[config.mk]
export PLATFORM = sky130hd
export DESIGN_NAME = incr_pipe
export DESIGN_NICKNAME = d
export VERILOG_FILES = /design/src/rtl/incr_pkg.sv /design/src/rtl/incr_chunk.sv /design/src/rtl/incr_pipe.sv
export SDC_FILE = /design/constraint.sdc
export NUM_CORES = 1
export LEC_CHECK = 0
export CORE_AREA = 2 2 99 120
export DETAILED_ROUTE_END_ITERATION = 10
export DIE_AREA = 0 0 101 122
export PLACE_DENSITY = 0.79
export SLEW_MARGIN = 20
export SYNTH_ARGS = -nofsm -noshare
export SYNTH_HDL_FRONTEND = slang
export SYNTH_SLANG_ARGS = --single-unit
[constraint.sdc]
create_clock -name clk -period 7.6 [get_ports clk]
set_clock_uncertainty 0.1 [all_clocks]
set_input_delay 1.9 -clock clk [delete_from_list [all_inputs] [get_ports clk]]
set_output_delay 1.9 -clock clk [all_outputs]
set_load 0.005 [all_outputs]
[src/rtl/incr_pkg.sv]
// Shared helpers for the pipelined incrementor.
package incr_pkg;

  // Number of pipeline stages needed to cover width bits in chunk-bit segments.
  function automatic int stages(input int width, input int chunk);
    return (width + chunk - 1) / chunk;
  endfunction

endpackage

[src/rtl/incr_chunk.sv]
// Combinational increment of one segment with carry-in and carry-out.
module incr_chunk #(
  parameter int N = 8
) (
  input  logic [N-1:0] operand,
  input  logic         cin,
  output logic [N-1:0] result,
  output logic         co
);

  assign result = operand + N'(cin);
  // Carry ripples out only when the whole segment is all-ones.
  assign co     = cin & (&operand);

endmodule

[src/rtl/incr_pipe.sv]
// Pipelined incrementor: one chunk of the operand is resolved per stage,
// with valid/ready flow control, optional saturation and overflow flag.
module incr_pipe
  import incr_pkg::*;
#(
  parameter int WIDTH = 32,
  parameter int CHUNK = 8
) (
  input  logic             clk,
  input  logic             rst,
  input  logic             in_valid,
  output logic             in_ready,
  input  logic [WIDTH-1:0] in_data,
  input  logic             in_en,
  input  logic             in_sat,
  output logic             out_valid,
  input  logic             out_ready,
  output logic [WIDTH-1:0] out_data,
  output logic             out_cy
);

  localparam int STAGES = stages(WIDTH, CHUNK);

  // cin is the carry into the next chunk still to be processed.
  typedef struct packed {
    logic [WIDTH-1:0] data;
    logic             en;
    logic             sat;
    logic             cin;
  } stage_t;

  stage_t            stage_q [STAGES];
  logic [STAGES-1:0] vld;
  logic [STAGES:0]   rdy;

  // Backward ready chain: a stage can load when it is empty or its successor moves.
  always_comb begin
    rdy         = '0;
    rdy[STAGES] = out_ready;
    for (int i = STAGES - 1; i >= 0; i--) begin
      rdy[i] = !vld[i] || rdy[i+1];
    end
  end

  assign in_ready = rdy[0];

  for (genvar gi = 0; gi < STAGES; gi++) begin : g_stage
    localparam int LO = gi * CHUNK;
    // The final stage takes whatever bits remain, which may be fewer than CHUNK.
    localparam int N  = (gi == STAGES - 1) ? (WIDTH - LO) : CHUNK;

    stage_t         stage_src;
    stage_t         stage_next;
    stage_t         stage_reg;
    logic           vld_src;
    logic           vld_reg;
    logic [N-1:0]   chunk_sum;
    logic           chunk_co;

    if (gi == 0) begin : g_head
      // The first carry-in is the per-transaction enable.
      assign stage_src = '{data: in_data, en: in_en, sat: in_sat, cin: in_en};
      assign vld_src   = in_valid;
    end else begin : g_body
      assign stage_src = stage_q[gi-1];
      assign vld_src   = vld[gi-1];
    end

    incr_chunk #(.N(N)) u_chunk (
      .operand (stage_src.data[LO +: N]),
      .cin     (stage_src.cin),
      .result  (chunk_sum),
      .co      (chunk_co)
    );

    // Replace this stage's chunk with its incremented value and pass the carry on.
    always_comb begin
      stage_next                = stage_src;
      stage_next.data[LO +: N]  = chunk_sum;
      stage_next.cin            = chunk_co;
    end

    // Stage register: loads whenever ready, otherwise holds its contents.
    always_ff @(posedge clk or posedge rst) begin
      if (rst) begin
        vld_reg   <= 1'b0;
        stage_reg <= '0;
      end else if (rdy[gi]) begin
        vld_reg   <= vld_src;
        stage_reg <= stage_next;
      end
    end

    assign vld[gi]     = vld_reg;
    assign stage_q[gi] = stage_reg;
  end

  stage_t last_stage;
  assign last_stage = stage_q[STAGES-1];

  // Outputs come straight from the last stage register; in saturate mode an
  // overflow (wrapped to zero) is forced back to all-ones.
  assign out_valid = vld[STAGES-1];
  assign out_data  = last_stage.data | {WIDTH{last_stage.cin & last_stage.sat}};
  assign out_cy    = last_stage.cin & last_stage.en;

endmodule
==> impl_metrics.json <==
{
  "switching_power_uw": 550.2,
  "syn_area_mm2": 0.006167,
  "dp_hpwl_um": 7708,
  "grt_overflow": 0,
  "pre_cts_slack_ns": 2.055,
  "layout_commonest_cell": "nand2_1",
  "combPwrFrac_pct": 16.4,
  "worst_pin_slew_ns": 1.040,
  "yosysUniqueCellTypes": 28,
  "critical_path_required_ns": 5.60,
  "drtIter0Drc": 332,
  "synth_warnings": 0,
  "cts_hold_buf": 0,
  "rsz0062_at_grt": "no",
  "max_freq_mhz": 179.5,
  "grt_pass1_wl_um": 19710,
  "finalWorstSetupSlack_ns": 2.029,
  "power_density_mw_per_mm2": 295.3,
  "numPortBuffers": 72,
  "dp_cells": 752,
  "h-tree-depth": 4,
  "tns_ns": 0,
  "fp.dieH_um": 122,
  "die_w_um": 101,
  "postPlaceCellArea_mm2": 0.006938,
  "cts_tree": "done",
  "outcome": "completed",
  "hp-class": "flop to flop",
  "seq_power_share_pct": 44.7,
  "worstSetupEndpointType": "output port",
  "coreArea_mm2": 0.01130,
  "layout.cells.non_filler": 784,
  "p_leak_nw": 3.600,
  "routed_wl_um": 11590,
  "critical_path_class": "input port to output port",
  "reg2reg_from": "out_valid$_DFFE_PP0P_",
  "cts_sinks": 144,
  "largest_reg_flops": 140,
  "drc": 0,
  "critPathLaunchType": "input port",
  "clk_pin_slew_ns": 0.06,
  "clock_latency_ns": 0.41,
  "reg2reg_depth": 4,
  "antenna_found_initial": 0,
  "path_max_fanout": 44,
  "min_to": "g_stage[3].stage_reg[14]$_DFFE_PP0P_",
  "critical_path.reg2reg.endpoint": "g_stage[1].stage_reg[1]$_DFFE_PP0P_",
  "met2_length_um": 5788,
  "numCtsBuffers": 17,
  "synthTopCellsByArea": "dfrtp_1, nand2_1, mux2_2",
  "wl_met1_um": 5085,
  "dr_wl_met3_um": 436,
  "grt_max_degree": 80,
  "gp_congestion": 0.8501,
  "clock_power_share_pct": 39.0,
  "hold_viol_final": 0,
  "cap_violations": 0,
  "syn_inst": 568,
  "cts-root-buf": "clkbuf_16",
  "hold_depth": 2,
  "post_cts_resized": 0,
  "setup_violations": 0,
  "routed.top_layer": "met4",
  "cts_buffer_depth": 2,
  "post-route-period-util_pct": 73.30,
  "dieArea_mm2": 0.01232,
  "yosysTopAreaCellShare_pct": 58.43,
  "fp-row-count": 43,
  "syn_nets": 614,
  "via_per_inst": 5.302,
  "peakVddDrop_mv": 0.1643,
  "ant_nets": 0,
  "avgRoutedWirePerCell_um": 14.79,
  "hold_start": "g_stage[3].stage_reg[14]$_DFFE_PP0P_",
  "post_cts_buffers": 0,
  "start_util_pct": 54.58,
  "synth_top_area_cell": "dfrtp_1",
  "mostFrequentLayoutCells": "nand2_1, dfrtp_1, clkdlybuf4s50_1",
  "intPower_mw": 1.686,
  "io_pins": 73,
  "nets": 682,
  "drive_gt1_share_pct": 14.95,
  "r2r_slack_ns": 5.29,
  "firstDrtPassIters": 6,
  "seq_area_frac_synth_pct": 58.43,
  "ys_ff_latch": 144,
  "drv_slew": 0,
  "layout_min_cycle_time_ns": 5.571,
  "dr_total_vias": 4157,
  "p_sw_share_pct": 24.60,
  "worstPathArrival_ns": 3.57,
  "cp-startpoint": "out_ready",
  "grt_pass1_vias": 4097,
  "diodes": 0,
  "slew_headroom_pct": 30.69,
  "area_growth_pct": 22.78,
  "grt_usage_pct": 20.72,
  "syn_area_per_cell_um2": 10.86,
  "design_area_mm2": 0.007572,
  "fillCellCount": 796
}
per-stage QoR:
| stage | hold WS [ns] | util (%) | total power, mW |
|---|---|---|---|
| floorplan | 0.3300 | - | 1.209 |
| global placement | 0.3452 | 61.41 | 1.353 |
| detailed placement | 0.3468 | 61.41 | 1.375 |
| CTS | 0.3597 | 67.00 | 2.253 |
| global route | 0.3691 | 67.02 | 2.349 |
| finish | 0.3547 | 67.02 | 2.236 |
synth_stat cells:
library cell / instances
nand3_4: 1
mux2_2: 33
inv_1: 2
mux2_4: 24
xor2_1: 14
ha_1: 8
xnor2_1: 10
clkbuf_1: 14
nand3_1: 15
nor3_1: 1
buf_4: 1
or2_2: 1
a21oi_1: 12
nor2b_1: 1
nor2_1: 20
and3b_1: 1
buf_1: 1
and2_1: 1
o21ai_0: 14
and3_1: 4
buf_2: 5
buf_6: 6
nand2_2: 1
and4_1: 2
nand2b_1: 36
nand4_1: 7
nand2_1: 189
dfrtp_1: 144
power groups by stage:
stage | registers (mW) | clock network (mW) | logic, mW
final | 0.999 | 0.872 | 0.366
after global routing | 1.02 | 0.921 | 0.411
after CTS | 0.997 | 0.884 | 0.372
after detailed placement | 1.01 | 0 | 0.367
after global placement | 0.999 | 0 | 0.354
after floorplan | 0.976 | 0 | 0.233
routing by layer:
layer | global-route usage (%) | vias up
met5 | 0 | -
met4 | 10.47 | 0
met3 | 4.073 | 27
met2 | 32.00 | 103
met1 | 28.09 | 2046
li1 | - | 1981
cells by family after synthesis:
kind of cell | synth area share (%)
adders and majority gates | 1.623
muxes | 11.87
buffers and inverters | 2.658
xor gates and xnor gates | 3.408
AOI/OAI and AO/OA | 2.110
and+or+nand+nor | 19.90
DFF | 58.43
final cells by class:
cell class	instances	area (um^2)	share of cell area, %
sequential	144	3603	47.59
multi-input combinational	395	2405	31.76
timing repair buffer	76	750.7	9.914
clock buffer	22	474.2	6.262
tap	135	168.9	2.231
clock inverter	10	157.7	2.082
inverter	2	12.51	0.1652
critical path: stages:
cell and delay, ns:
clkdlybuf4s50_1 0.46, and3b_1 0.23, buf_4 0.39, nand3_4 0.11, clkdlybuf4s50_1 0.46
worst max-delay path by stage:
stage,end,slack (ns),cells after the start
after CTS,in_ready,2.04,5
after detailed placement,in_ready,2.05,5
after global routing,in_ready,1.96,5
final,in_ready,2.03,5
after floorplan,g_stage[0].stage_reg[0]$_DFFE_PP0P_,1.73,1
after global placement,in_ready,2.05,5
Note: power is estimated with default switching activity, not from simulation.
